### src/rtl/seq_multiplier.sv
// Radix-2 shift-add multiplier producing the full 2*WIDTH-bit product of signed
// or unsigned operands, with a start/busy/done handshake and a WIDTH-bit overflow flag.
module seq_multiplier #(
    parameter int WIDTH = 64
) (
    input  logic                 clk,
    input  logic                 rst_n,
    input  logic                 start,
    input  logic                 is_signed,
    input  logic [WIDTH-1:0]     mcand,
    input  logic [WIDTH-1:0]     b,
    output logic                 busy,
    output logic                 done,
    output logic [2*WIDTH-1:0]   prod,
    output logic                 overflow
);

    localparam int CW = $clog2(WIDTH + 1);

    typedef enum logic [1:0] {IDLE, CALC, FIX, DONE} state_e;

    state_e               state_q, state_d;
    logic [WIDTH-1:0]     mcand_q, mcand_d;
    logic [WIDTH-1:0]     acc_q, acc_d;
    logic [WIDTH-1:0]     mul_q, mul_d;
    logic [CW-1:0]        cnt_q, cnt_d;
    logic                 neg_q, neg_d;
    logic                 sgn_q, sgn_d;
    logic [2*WIDTH-1:0]   prod_q, prod_d;
    logic                 ovf_q, ovf_d;
    logic                 busy_q, busy_d;
    logic                 done_q, done_d;

    logic [WIDTH-1:0]     mcand_mag, b_mag, addend;
    logic [WIDTH:0]       sum;
    logic [2*WIDTH-1:0]   res, fixed;
    logic [WIDTH-1:0]     hi_u;
    logic [WIDTH:0]       hi_s;

    always_comb begin
        // NOTE: every variable gets a default first so no path leaves one unassigned (no latches).
        state_d = state_q;
        mcand_d = mcand_q;
        acc_d   = acc_q;
        mul_d   = mul_q;
        cnt_d   = cnt_q;
        neg_d   = neg_q;
        sgn_d   = sgn_q;
        prod_d  = prod_q;
        ovf_d   = ovf_q;
        addend  = '0;
        sum     = '0;
        res     = '0;
        fixed   = '0;
        hi_u    = '0;
        hi_s    = '0;

        mcand_mag = (is_signed && mcand[WIDTH-1]) ? -mcand : mcand;
        b_mag     = (is_signed && b[WIDTH-1])     ? -b     : b;

        // Outputs are registered from the current state, so they trail it by one cycle.
        busy_d = (state_q == CALC) || (state_q == FIX);
        done_d = (state_q == DONE);

        case (state_q)
            IDLE, DONE: begin
                if (start) begin
                    mcand_d = mcand_mag;
                    mul_d   = b_mag;
                    acc_d   = '0;
                    cnt_d   = CW'(WIDTH);
                    neg_d   = is_signed & (mcand[WIDTH-1] ^ b[WIDTH-1]);
                    sgn_d   = is_signed;
                    state_d = CALC;
                end else begin
                    state_d = IDLE;
                end
            end
            CALC: begin
                addend  = mul_q[0] ? mcand_q : '0;
                sum     = {1'b0, acc_q} + {1'b0, addend};
                acc_d   = sum[WIDTH:1];
                mul_d   = {sum[0], mul_q[WIDTH-1:1]};
                cnt_d   = cnt_q - CW'(1);
                if (cnt_q == CW'(1)) begin
                    state_d = FIX;
                end
            end
            FIX: begin
                res    = {acc_q, mul_q};
                fixed  = neg_q ? -res : res;
                hi_u   = fixed[2*WIDTH-1:WIDTH];
                hi_s   = fixed[2*WIDTH-1:WIDTH-1];
                prod_d = fixed;
                // Signed results fit only if the upper half plus the sign bit of the lower half agree.
                ovf_d  = sgn_q ? ~((&hi_s) | ~(|hi_s)) : (|hi_u);
                state_d = DONE;
            end
            default: state_d = IDLE;
        endcase
    end

    always_ff @(posedge clk) begin
        // NOTE: sequential state uses non-blocking assignments so all flops update together.
        if (!rst_n) begin
            state_q <= IDLE;
            mcand_q <= '0;
            acc_q   <= '0;
            mul_q   <= '0;
            cnt_q   <= '0;
            neg_q   <= 1'b0;
            sgn_q   <= 1'b0;
            prod_q  <= '0;
            ovf_q   <= 1'b0;
            busy_q  <= 1'b0;
            done_q  <= 1'b0;
        end else begin
            state_q <= state_d;
            mcand_q <= mcand_d;
            acc_q   <= acc_d;
            mul_q   <= mul_d;
            cnt_q   <= cnt_d;
            neg_q   <= neg_d;
            sgn_q   <= sgn_d;
            prod_q  <= prod_d;
            ovf_q   <= ovf_d;
            busy_q  <= busy_d;
            done_q  <= done_d;
        end
    end

    assign busy     = busy_q;
    assign done     = done_q;
    assign prod     = prod_q;
    assign overflow = ovf_q;

endmodule

### config.mk
export PLATFORM = sky130hd
export DESIGN_NAME = seq_multiplier
export DESIGN_NICKNAME = d
export VERILOG_FILES = /design/src/rtl/seq_multiplier.sv
export SDC_FILE = /design/constraint.sdc
export NUM_CORES = 1
export LEC_CHECK = 0
export CORE_MARGIN = 2
export CORE_UTILIZATION = 50
export CTS_CLUSTER_SIZE = 8
export DETAILED_ROUTE_END_ITERATION = 8
export HOLD_SLACK_MARGIN = 0.1
export PLACE_DENSITY = 0.73
export SYNTH_ARGS = -nofsm -noshare
export SYNTH_HDL_FRONTEND = slang
export SYNTH_SLANG_ARGS = --single-unit
### constraint.sdc
create_clock -name clk -period 4.37 [get_ports clk]
set_input_delay 0.874 -clock clk [delete_from_list [all_inputs] [get_ports clk]]
set_output_delay 0.874 -clock clk [all_outputs]
set_load 0.01 [all_outputs]
==> results.toml, run 1 <==
[placed_design]
globalplace.congestion = 0.9524
dp_hpwl_um = 57770
placed_cells = 3592
port_buffers = 262
place_ws_ns = 0.01782

[final_layout]
area_growth_pct = 23.51
n_fill_cell = 3899
drive_above_1_share = 0.07141
multi_input_area_mm2 = 0.01423
fin_cells = 3652
final_util = 0.6223
final-seq-area_mm2 = 0.006690
final_common_cell = "dfxtp_1"
final_nets = 3265
layout_common_cells = "333 x dfxtp_1, 321 x nor2_1, 299 x nand2_1, 262 x clkdlybuf4s50_1, 199 x xor2_1"
diodes = 0

[routing]
drt-initial-drc-count = 2259
drt_wl_total_um = 75420
ant_nets = 0
wire_per_inst_um = 20.65
viasPerCell = 6.189
vias = 22600
drtPass1Iterations = 7
drc_errors = 0

[worst_setup_path]
cp-start-kind = "register"
worstSetupStartpoint = "mul_q[39]$_SDFFE_PN0P_"
end_kind = "register"
worstPathArrival_ns = 4.81
crit_top_cell = "or3_1"
cpLargestDelayFamily = "simple AND/OR/NAND/NOR gates"
crit_path_max_fanout = 13
r2r-start = "mul_q[39]$_SDFFE_PN0P_"
crit_required_ns = 4.82
crit_path_top_delay_cell = "o41ai_1"
slowest_delay_ns = 0.62
crit_chain = "or4_1, or3_1, or3_4, or3_1, o41ai_1, xor2_1, nand4_1, or3_1, nor3_2, a211oi_1"
critical_path_class = "register to register"
crit_buf_inv = 0

[global_routing]
first_global_vias = 20820
grt_pass1_wl_um = 116400
antenna_found_initial = 0
grt_overflow = 0
track_usage = 0.3267
grt_max_degree = 145

[sta]
maxSlewViolCount = 0
setup_viol = 0
worst_pin_slew_ns = 0.8657
fin_crit_sh = 0.9982
hold_viol = 0
period_minus_slack_ns = 4.362
fmax_mhz = 229.2
slew_headroom = 0.4229
fin_ws_ns = 0.007688
skew_ns = 0.02308

[logic_synthesis]
ys_async_sr_fraction = 0
yosysTopAreaCell = "dfxtp_1"
yosys_warnings = 0
synth_edf_count = 0
synthTopCellsByArea = "dfxtp_1 31%, xor2_1 8.1%, nor2_1 5.6%"
ys.flop_type = "dfxtp_1"
yosysTopAreaCellShare = 0.3094
avgSynthCellArea_um2 = 7.698
synth_fp_nets = 3012
ys_ff_latch = 334
synth_area_mm2 = 0.02161
ys_seq_area_frac = 0.3094
synth_cell_types = 74
netlist_instances = 2807

[floorplan]
die_x_um = 211.9
die_h_um = 211.9
core_area_mm2 = 0.04289
die_area_mm2 = 0.04490
io_pins = 263
rows = 76
initial_utilization = 0.5039

[power_and_ir_drop]
switchingPower_uw = 5811
p_leak_uw = 0.01022
seqPwrFrac = 0.318
ir_worst_vdd_uv = 632.5
power.density_mw_per_mm2 = 535.1
p_int_uw = 8469
p_comb_frac = 0.444
clockPowerShare = 0.238
p_total_uw = 14280
p_sw_frac = 0.4069

[clock_network]
clockBufferDepth = 3
clkTransAtPathRegs_ns = 0.05
h-tree-depth = 2
cts_buffers = 48
clockRootBuffer = "clkbuf_16"
tritoncts = "built"
clock-sinks = 334
clk_latency_ns = 0.58

[job]
cap_violations = 0

[min_path]
min_from = "mcand_q[48]$_SDFFE_PN0P_"
timing.hold.worst.class = "register to register"

[run_status]
status = "completed"
==> cell families (layout without fill, tap and decap cells) <==
family          count (synthesis)  count (layout)  share of synthesized area
mux                             2               2                  0.0009265
buf+inv                       215             475                    0.03804
fa+ha+maj                      73              73                    0.04262
simple gates                 1131            1131                     0.2534
flops                         334             334                     0.3094
compound gates                755             755                     0.2352
xor+xnor                      297             297                     0.1204
==> synthesized netlist by cell type (7+ instances only) <==
cell / number
nand2_1: 299
nand3_1: 105
nor3_1: 63
or4_4: 7
or2_2: 11
nand2b_1: 18
xor2_1: 199
a31oi_1: 79
nor2b_1: 10
a22oi_1: 36
nor2_1: 323
nand4_1: 33
o211ai_1: 10
nor4_1: 46
o21ai_0: 134
o21bai_1: 10
a21oi_1: 128
o31ai_1: 52
o41ai_1: 36
o21a_1: 9
ha_1: 72
a311oi_1: 8
or3_1: 58
o211a_1: 12
and3_1: 15
and2_1: 74
dfxtp_1: 334
a211oi_1: 158
clkbuf_1: 161
nor3b_1: 7
xnor2_1: 98
a21o_1: 41
inv_1: 39
or4_1: 34
buf_1: 9
==> metrics by stage <==
stage,setup TNS (ns),cell area (um2),hold WS (ns)
finish,0,26690,0.4492
global route,-0.001354,26690,0.4731
CTS,0,26590,0.4520
detailed placement,0,25280,0.4452
global placement,0,25280,0.4363
floorplan,0,21610,0.4273
==> worst register-to-register path: cells and delay by family, from the launching register on <==
family | cells | cell delay, ns
and+or+nand+nor | 7 | 2.76
AOI/OAI and AO/OA | 2 | 0.68
xor gates and xnor gates | 1 | 0.41
DFF | 1 | 0.39
==> power groups by stage <==
| stage | Clock, uW | Sequential (uW) | Combinational (uW) |
|---|---|---|---|
| after global placement | 0 | 4560 | 6080 |
| after floorplan | 0 | 4540 | 3650 |
| after detailed placement | 0 | 4580 | 6210 |
| after global routing | 3550 | 4630 | 6910 |
| after CTS | 3430 | 4530 | 6240 |
| final | 3400 | 4550 | 6330 |
==> path summary, 6_finish.rpt <==
path,slack [ns],cells after the start,to
setup / recovery,0.008,10,overflow$_SDFFE_PN0P_
hold / removal,0.45,2,mcand_q[48]$_SDFFE_PN0P_
setup reg to reg,0.008,10,overflow$_SDFFE_PN0P_
hold reg to reg,0.45,2,mcand_q[48]$_SDFFE_PN0P_
==> flip-flops by register name, indices dropped and copies added, names as in the netlist <==
register	count
acc_q	64
busy	1
cnt_q	7
done	1
mcand_q	64
mul_q	64
neg_q	1
overflow	1
prod	128
sgn_q	1
state_q	2
==> metal layers <==
metal / up-vias / GRT usage / share of wire
met1: 10700 / 0.4858 / 0.47
met2: 1044 / 0.4952 / 0.43
met4: 0 / 0.07916 / 0.023
li1: 10730 / - / -
met5: - / 0 / 0
met3: 132 / 0.04554 / 0.081
==> layout make-up <==
class / count / share of cell area
tap: 585 / 0.02743
sequential: 334 / 0.2507
multi-input combinational: 2258 / 0.5331
clock inverter: 3 / 0.001782
inverter: 40 / 0.005907
timing repair buffer: 378 / 0.1337
clock buffer: 54 / 0.04740
==> repair_timing <==
| item | CTS | global route |
|---|---|---|
| hold buffers | 0 | 0 |
| setup buffers | 0 | 3 |
| pin swaps | 0 | 4 |
| gates resized for setup | 1 | 13 |
| endpoints found under the setup margin | 1 | 7 |
| endpoints found under the hold margin | 0 | 0 |
| cloned | 0 | 0 |
(Power assumes the default switching activity.)
==> run 2, diff against run 1 <==
- SLEW_MARGIN: unset -> 5
==> results of run 2 <==
Same layout as run 1: the final DEF is identical, and so are final timing and power.
